File: src/rtl/tl_ul_reg_responder.sv
// TileLink-UL register responder: a byte-maskable word register file behind an
// A channel, with a small FIFO of D-channel responses.
module tl_ul_reg_responder #(
    parameter int unsigned NUM_WORDS  = 32,
    parameter int unsigned RESP_DEPTH = 2
) (
    input  logic        clock,
    input  logic        reset_n,
    input  logic        a_valid,
    input  logic [2:0]  a_opcode,
    input  logic [2:0]  a_param,
    input  logic [1:0]  a_size,
    input  logic [3:0]  a_source,
    input  logic [8:0]  a_address,
    input  logic [3:0]  a_mask,
    input  logic [31:0] a_data,
    output logic        a_ready,
    output logic        d_valid,
    output logic [2:0]  d_opcode,
    output logic [1:0]  d_param,
    output logic [1:0]  d_size,
    output logic [3:0]  d_source,
    output logic        d_denied,
    output logic        d_corrupt,
    output logic [31:0] d_data,
    input  logic        d_ready
);

    localparam int unsigned WIDX       = (NUM_WORDS > 1) ? $clog2(NUM_WORDS) : 1;
    localparam int unsigned PW         = (RESP_DEPTH > 1) ? $clog2(RESP_DEPTH) : 1;
    localparam int unsigned CW         = $clog2(RESP_DEPTH + 1);
    localparam int unsigned BYTE_LIMIT = 4 * NUM_WORDS;

    localparam logic [2:0] OP_PUT_FULL = 3'd0;
    localparam logic [2:0] OP_PUT_PART = 3'd1;
    localparam logic [2:0] OP_GET      = 3'd4;
    localparam logic [2:0] OP_ACK      = 3'd0;
    localparam logic [2:0] OP_ACK_DATA = 3'd1;

    // Byte lanes touched by an access of 2^size bytes at the given word offset.
    function automatic logic [3:0] lane_mask(input logic [1:0] size, input logic [1:0] lo);
        logic [3:0] m;
        case (size)
            2'd0:    m = 4'b0001 << lo;
            2'd1:    m = lo[1] ? 4'b1100 : 4'b0011;
            2'd2:    m = 4'b1111;
            default: m = 4'b0000;
        endcase
        return m;
    endfunction

    function automatic logic [PW-1:0] ptr_inc(input logic [PW-1:0] p);
        logic [PW-1:0] n;
        if (p == PW'(RESP_DEPTH - 1)) begin
            n = '0;
        end else begin
            n = p + PW'(1);
        end
        return n;
    endfunction

    logic [31:0]     regs_q      [NUM_WORDS];
    logic [31:0]     regs_d      [NUM_WORDS];
    logic [2:0]      ent_op_q    [RESP_DEPTH];
    logic [2:0]      ent_op_d    [RESP_DEPTH];
    logic [1:0]      ent_size_q  [RESP_DEPTH];
    logic [1:0]      ent_size_d  [RESP_DEPTH];
    logic [3:0]      ent_src_q   [RESP_DEPTH];
    logic [3:0]      ent_src_d   [RESP_DEPTH];
    logic            ent_den_q   [RESP_DEPTH];
    logic            ent_den_d   [RESP_DEPTH];
    logic            ent_cor_q   [RESP_DEPTH];
    logic            ent_cor_d   [RESP_DEPTH];
    logic [31:0]     ent_data_q  [RESP_DEPTH];
    logic [31:0]     ent_data_d  [RESP_DEPTH];
    logic [PW-1:0]   wptr_q, wptr_d;
    logic [PW-1:0]   rptr_q, rptr_d;
    logic [CW-1:0]   count_q, count_d;
    logic            a_ready_q, a_ready_d;

    logic [3:0]      lane_s;
    logic            is_get_s;
    logic            is_put_s;
    logic            aligned_s;
    logic            in_range_s;
    logic            mask_ok_s;
    logic            legal_s;
    logic [WIDX-1:0] word_idx_s;
    logic            push_s;
    logic            pop_s;
    logic            d_valid_s;

    // Request decode and legality.
    always_comb begin
        lane_s     = lane_mask(a_size, a_address[1:0]);
        is_get_s   = (a_opcode == OP_GET);
        is_put_s   = (a_opcode == OP_PUT_FULL) || (a_opcode == OP_PUT_PART);
        in_range_s = ({23'd0, a_address} < BYTE_LIMIT);
        word_idx_s = a_address[WIDX+1:2];
        case (a_size)
            2'd0:    aligned_s = 1'b1;
            2'd1:    aligned_s = (a_address[0] == 1'b0);
            2'd2:    aligned_s = (a_address[1:0] == 2'd0);
            default: aligned_s = 1'b0;
        endcase
        if (a_opcode == OP_PUT_FULL) begin
            mask_ok_s = (a_mask == lane_s);
        end else if (a_opcode == OP_PUT_PART) begin
            mask_ok_s = ((a_mask & ~lane_s) == 4'd0);
        end else begin
            mask_ok_s = 1'b1;
        end
        legal_s = (is_get_s || is_put_s) && (a_param == 3'd0) && aligned_s
                  && (a_size != 2'd3) && in_range_s && mask_ok_s;
    end

    assign d_valid_s = (count_q != CW'(0));
    assign push_s    = a_valid && a_ready_q;
    assign pop_s     = d_valid_s && d_ready;

    // Register file write path: only legal Puts touch the array, byte by byte.
    always_comb begin
        regs_d = regs_q;
        if (push_s && legal_s && is_put_s) begin
            for (int b = 0; b < 4; b++) begin
                if (a_mask[b]) begin
                    regs_d[word_idx_s][8*b +: 8] = a_data[8*b +: 8];
                end else begin
                    regs_d[word_idx_s][8*b +: 8] = regs_q[word_idx_s][8*b +: 8];
                end
            end
        end else begin
            regs_d = regs_q;
        end
    end

    // Response queue: push captures Get data at acceptance so later writes cannot leak in.
    always_comb begin
        ent_op_d   = ent_op_q;
        ent_size_d = ent_size_q;
        ent_src_d  = ent_src_q;
        ent_den_d  = ent_den_q;
        ent_cor_d  = ent_cor_q;
        ent_data_d = ent_data_q;
        wptr_d     = wptr_q;
        rptr_d     = rptr_q;
        if (push_s) begin
            ent_op_d[wptr_q]   = is_get_s ? OP_ACK_DATA : OP_ACK;
            ent_size_d[wptr_q] = a_size;
            ent_src_d[wptr_q]  = a_source;
            ent_den_d[wptr_q]  = ~legal_s;
            ent_cor_d[wptr_q]  = ~legal_s && is_get_s;
            ent_data_d[wptr_q] = (legal_s && is_get_s) ? regs_q[word_idx_s] : 32'd0;
            wptr_d             = ptr_inc(wptr_q);
        end else begin
            wptr_d = wptr_q;
        end
        if (pop_s) begin
            rptr_d = ptr_inc(rptr_q);
        end else begin
            rptr_d = rptr_q;
        end
        case ({push_s, pop_s})
            2'b10:   count_d = count_q + CW'(1);
            2'b01:   count_d = count_q - CW'(1);
            default: count_d = count_q;
        endcase
        a_ready_d = (count_d < CW'(RESP_DEPTH));
    end

    // State registers; reset clears registers, queue and pending responses at once.
    always_ff @(posedge clock or negedge reset_n) begin
        if (!reset_n) begin
            for (int i = 0; i < int'(NUM_WORDS); i++) begin
                regs_q[i] <= 32'd0;
            end
            for (int i = 0; i < int'(RESP_DEPTH); i++) begin
                ent_op_q[i]   <= 3'd0;
                ent_size_q[i] <= 2'd0;
                ent_src_q[i]  <= 4'd0;
                ent_den_q[i]  <= 1'b0;
                ent_cor_q[i]  <= 1'b0;
                ent_data_q[i] <= 32'd0;
            end
            wptr_q    <= '0;
            rptr_q    <= '0;
            count_q   <= '0;
            a_ready_q <= 1'b0;
        end else begin
            regs_q     <= regs_d;
            ent_op_q   <= ent_op_d;
            ent_size_q <= ent_size_d;
            ent_src_q  <= ent_src_d;
            ent_den_q  <= ent_den_d;
            ent_cor_q  <= ent_cor_d;
            ent_data_q <= ent_data_d;
            wptr_q     <= wptr_d;
            rptr_q     <= rptr_d;
            count_q    <= count_d;
            a_ready_q  <= a_ready_d;
        end
    end

    assign a_ready   = a_ready_q;
    assign d_valid   = d_valid_s;
    assign d_param   = 2'd0;
    assign d_opcode  = d_valid_s ? ent_op_q[rptr_q]   : 3'd0;
    assign d_size    = d_valid_s ? ent_size_q[rptr_q] : 2'd0;
    assign d_source  = d_valid_s ? ent_src_q[rptr_q]  : 4'd0;
    assign d_denied  = d_valid_s ? ent_den_q[rptr_q]  : 1'b0;
    assign d_corrupt = d_valid_s ? ent_cor_q[rptr_q]  : 1'b0;
    assign d_data    = d_valid_s ? ent_data_q[rptr_q] : 32'd0;

endmodule
File: config.mk
export PLATFORM = sky130hd
export DESIGN_NAME = tl_ul_reg_responder
export DESIGN_NICKNAME = d
export VERILOG_FILES = /design/src/rtl/tl_ul_reg_responder.sv
export SDC_FILE = /design/constraint.sdc
export NUM_CORES = 2
export LEC_CHECK = 0
export CAP_MARGIN = 5
export CORE_MARGIN = 2
export CORE_UTILIZATION = 56
export CTS_BUF_LIST = sky130_fd_sc_hd__clkbuf_16
export DETAILED_ROUTE_END_ITERATION = 10
export PLACE_DENSITY_LB_ADDON = 0.05
export SLEW_MARGIN = 25
export SYNTH_ARGS = -nofsm -noshare
export SYNTH_HDL_FRONTEND = slang
export SYNTH_SLANG_ARGS = --single-unit
File: constraint.sdc
create_clock -name clock -period 1.88 [get_ports clock]
set_clock_uncertainty 0.1 [all_clocks]
set_input_delay 0.564 -clock clock [delete_from_list [all_inputs] [get_ports clock]]
set_output_delay 0.564 -clock clock [all_outputs]
set_load 0.05 [all_outputs]
-- After elaboration in Yosys (flattened, before gate mapping)
Index checks and enable logic that the tools add are counted.
- register bits: 1115
- input port bits: 61
- output and inout bits: 47
- logic and storage cells: 172
- $add $sub $neg: 4
- magnitude comparators: 7
- eq/ne operators: 8
- shift operators: 1
- mux-type cells: 76
- bitwise logic cells: 7
- reductions and logical operators: 21
- operators with widths (cell ; count):
    bitwise mux 1024 bit ; 8
    two-way mux 1024 bit ; 7
    demux 32 bit (select 5 bit) ; 4
    two-way mux 32 bit ; 9
    binary-select mux 32 bit (select 5 bit) ; 1
    bitwise mux 64 bit ; 1
    demux 32 bit (select 1 bit) ; 1
    two-way mux 24 bit ; 1
    two-way mux 4 bit ; 6
    two-way mux 16 bit ; 1
    two-way mux 3 bit ; 5
    two-way mux 1 bit ; 14
    logical AND 1 bit ; 13
    case mux 4 bit (3 select lines) ; 1
    two-way mux 2 bit ; 5
    < comparator 9 x 8 -> 1 bit (second input constant) ; 1
    bitwise mux 8 bit ; 1
    two-way mux 8 bit ; 1
    bitwise mux 6 bit ; 1
    >= comparator 6 bit (second input constant) ; 1
    logical NOT 3 bit ; 2
    < comparator 6 x 1 -> 1 bit (second input constant) ; 1
    inverter 5 -> 6 bit ; 1
    AND 4 bit ; 1
    other kinds (28) ; 37

-- Longest topological paths before layout
- depth in word-level cells: 19
- mapped depth: 12
- mapped depth without buffers: 9

-- Worst setup path before layout
No wires, ideal clock.
- path kind: input to register
- start: in a_size[1]
- end: reg regs_q[240] in the netlist's numbering
- data arrival time: 2746 ps
- data required time: 1643 ps
- slack: -1103 ps
- cell stages on the path: 11
- buffers on the path: 3
- path through: clkbuf_1 -> nand2_1 -> o21ai_0 -> ha_1 -> or4_1 -> o21ai_1 -> clkbuf_1 -> nand4_1 -> clkbuf_1 -> nand2_1 -> o21ai_0
- cells in the longest elaborated chain, start to end: 10
- ends and longest elaborated chain (what ; RTL line ; text):
    start: declaration ; 12 ; input logic [1:0] a_size,
    equality test 2 bit (tied with other cells) ; 43, 100 ;
    case mux 4 bit (3 select lines) ; 43 ; case (size)
    inverter 4 bit ; 109 ; mask_ok_s = ((a_mask & ~lane_s) == 4'd0);
    AND 4 bit ; 109 ;
    logical NOT 4 bit ; 109 ;
    two-way mux 1 bit ; 108 ; end else if (a_opcode == OP_PUT_PART) begin
    two-way mux 1 bit ; 106 ; if (a_opcode == OP_PUT_FULL) begin
    logical AND 1 bit (*) ; 114 ; && (a_size != 2'd3) && in_range_s && mask_ok_s;
    logical AND 1 bit (*) (2 in a row) ; 124 ; if (push_s && legal_s && is_put_s) begin
    end signal: assignment ; 190 ; regs_q <= regs_d;
    end: declaration ; 62 ; logic [31:0] regs_q [NUM_WORDS];
Mark *: on every way between the ends. The rest lies on a longest branch, timed or not.
A chain may end at the register's enable or synchronous reset.

-- Final worst setup path
- start: in a_size[0]
- end: reg regs_q[756] in the netlist's numbering
Same word-level chain as after synthesis.

==> flow_summary.ini <==
[run_status]
outcome = finished, violations left
violations = negative setup slack

[synth]
synth_top_area_cell = dfrtp_1
yosysWarnings = 0
ys_async_sr_fraction_pct = 100
synthDistinctLibCells = 49
synth_edf_count = 0
avgSynthCellArea_um2 = 9.94
synth-seq-area-share_pct = 56.3
netlist_area_um2 = 49400
synth-seq-cells = 1111
postSynthCellCount = 4972
synth_flop_cell = dfrtp_1
yosys-top-cells-area = dfrtp_1 (56%), mux2i_1 (11%), nand2_1 (8.4%), o21ai_1 (6.7%), o21ai_0 (4.4%)
yosysTopAreaCellShare_pct = 56.3

[placed_design]
port_buffers = 103
gp_congestion = 0.869
hpwl_mm = 109
pre_cts_ws_ps = -2040

[timing]
drv_slew = 0
fmax_ghz = 0.346
rsz0062_at_grt = true
final-hold-violation-count = 0
setup_slack_ps = -1010
holdWs_ps = 208
fin_crit_sh_pct = 154
setup-violations-final = 1135
finalCriticalPeriod_ps = 2890

[clock_tree]
path_clk_slew_ps = 70
cts_tree = built
cts-root-buf = clkbuf_16
insertion_delay_ps = 720
cts.sinks = 1111
cts_buffer_depth = 3
cts_inserted_buffers = 114
cts.htree.levels = 3

[worst_setup_path]
arrival_ps = 3420
cp.depth = 16
cp-start-kind = input pin
critPathCapture = regs_q[756]
r2r_cells = 8
crit_start = a_size[0]
rr_endpoint = regs_q[70]
path_cells = buf_8 > buf_6 > nand2_8 > o21ai_2 > ha_1 > nand4_1 > a2111oi_4 > buf_4 > and4b_1 > buf_12 > buf_12 > buf_6 > nand3b_1 > buf_4 > buf_12 > o21ai_0
r2r-start = regs_q[934]
r2r_slack_ps = -690
cp_slowest_cell = a2111oi_4
end_kind = flip-flop
max_stage_delay_ps = 530
required_ps = 2410
critPathTopFamily = buffers and inverters
crit_type = input pin to flip-flop
cp_max_fo = 8
worst_path_most_repeated_cell = buf_12
critPathBufInv = 8

[finish]
regArea_um2 = 27800
area_growth_pct = 31.9
drive_gt1_share_pct = 24.7
nFillCells = 6011
multiInputGateArea_um2 = 21200
nets = 5565

[drt]
via_count = 43900
wire_per_inst_um = 28.9
vias_per_cell = 6.51
drt_iter0_drc = 5272
ant_nets = 0
drt-pass1-iter-count = 5
drc = 0
wl_mm = 195

[power]
peakVddDrop_mv = 1.60
power_density_nw_per_um2 = 801
leakagePower_uw = 0.0302

[floorplanning]
chipHeight_um = 301
core.rowCount = 108
die_x_um = 301
pin_count = 108
die-area_um2 = 90600
start_util_pct = 56.7
core_um2 = 87200

[global_route]
grt_use_total_pct = 41.8
first_global_vias = 43200
gr-total-overflow = 0
grt_max_degree = 46
antenna_found_initial = 1
grt_pass1_wl_mm = 280

[flow_run]
maxCapViolCount = 0

[hold_path]
hold_class = input pin to flip-flop
[registers in the layout, indices dropped and copies added, names as in the netlist]
| signal | count |
|---|---|
| rptr_q | 1 |
| a_ready | 1 |
| ent_size_q | 4 |
| ent_cor_q | 2 |
| count_q | 2 |
| ent_src_q | 8 |
| ent_op_q | 2 |
| ent_data_q | 64 |
| regs_q | 1024 |
| ent_den_q | 2 |
| wptr_q | 1 |
[cells in the final DEF, fill, tap and decap left out, drive strengths merged, types with 42 or more instances in the layout]
| cell | synthesis | final |
|---|---|---|
| clkinv | 0 | 58 |
| clkdlybuf4s50 | 0 | 42 |
| dfrtp | 1111 | 1111 |
| nand2 | 1102 | 1102 |
| mux2i | 553 | 553 |
| o22ai | 257 | 257 |
| o21ai | 1099 | 1099 |
| clkbuf | 204 | 129 |
| or4 | 67 | 67 |
| buf | 265 | 794 |
| nor2 | 89 | 89 |
[Yosys cell counts (28+ instances only)]
library cell	count
dfrtp_1	1111
nand2_1	1102
o21ai_1	666
mux2i_1	553
o21ai_0	433
o22ai_1	257
buf_2	245
clkbuf_1	189
nor2_1	89
or4_1	65
nand2b_1	34
nand4_1	34
nor3_1	32
o31ai_2	28
[routing by layer]
layer | share of wire, % | vias up | global-route usage, %
li1 | - | 18500 | -
met1 | 38 | 22000 | 55.5
met3 | 11 | 712 | 9.46
met5 | 0.0056 | - | 0
met2 | 43 | 2735 | 63.3
met4 | 7.3 | 2 | 24.9
[power breakdown]
| part | total, µW | leakage (µW) | internal (µW) | switching (µW) |
|---|---|---|---|---|
| registers | 24300 | 0.0155 | 24200 | 158 |
| clock network | 21600 | 0.00179 | 11800 | 9800 |
| logic | 6240 | 0.0129 | 2510 | 3730 |
[cell families (layout without fill, tap and decap cells)]
| kind of cell | count (synthesis) | after routing | synth area share, % |
|---|---|---|---|
| other cells | 1 | 6 | 0.00759 |
| buf+inv | 472 | 1089 | 4.35 |
| xor+xnor | 4 | 4 | 0.0709 |
| fa+ha+maj | 5 | 5 | 0.127 |
| simple gates | 1422 | 1422 | 12.3 |
| compound gates | 1394 | 1394 | 15.4 |
| mux | 563 | 563 | 11.4 |
| flops | 1111 | 1111 | 56.3 |
[how the worst min path moves through the flow]
| stage | depth (start not counted) | start | slack (ps) | endpoint |
|---|---|---|---|---|
| after detailed placement | 1 | reset_n | 350 | ent_cor_q[0] |
| after global placement | 1 | reset_n | 350 | ent_cor_q[0] |
| after global routing | 4 | a_size[0] | 220 | ent_size_q[2] |
| final | 4 | a_size[0] | 210 | ent_size_q[2] |
| after floorplan | 0 | reset_n | 170 | a_ready |
| after CTS | 4 | a_size[0] | 170 | ent_size_q[2] |
[worst reg2reg max path, stage by stage, from the launching register on]
cell and delay (ps):
dfrtp_1 380, mux2i_1 330, o22ai_1 140, or4_1 550, buf_4 190, o31ai_4 200, buf_6 190, bufbuf_16 300
o21ai_1 70
[metrics by stage]
stage,setup TNS [ps],total power [µW],cells,utilization [%],cell area [µm²]
final,-933290,52200,6749,74.8,65200
after global routing,-944370,53600,6747,74.7,65200
after CTS,-769500,52100,6716,73.7,64200
after detailed placement,-2015600,30300,6353,65.1,56700
after global placement,-1998440,30300,6353,65.1,56700
after floorplan,-1019080,27600,4975,-,49700
[repair_timing]
item,in CTS,in global routing
setup buffers,96,18
hold endpoints to repair,173,0
resized for setup,599,209
gates cloned,61,19
setup endpoints to repair,1135,1136
pin swaps,67,26
hold buffers,1,0
[area by class of cell]
cell class	count	share of cell area, %
multi-input cells	3392	32.5
diodes	2	0.00768
flip-flops and latches	1111	42.7
well taps	1155	2.22
clock buffers	116	4.46
clock inverters	93	0.904
repair buffers	877	17.2
inverters	3	0.0211
Power figures use the tool's default switching activity.
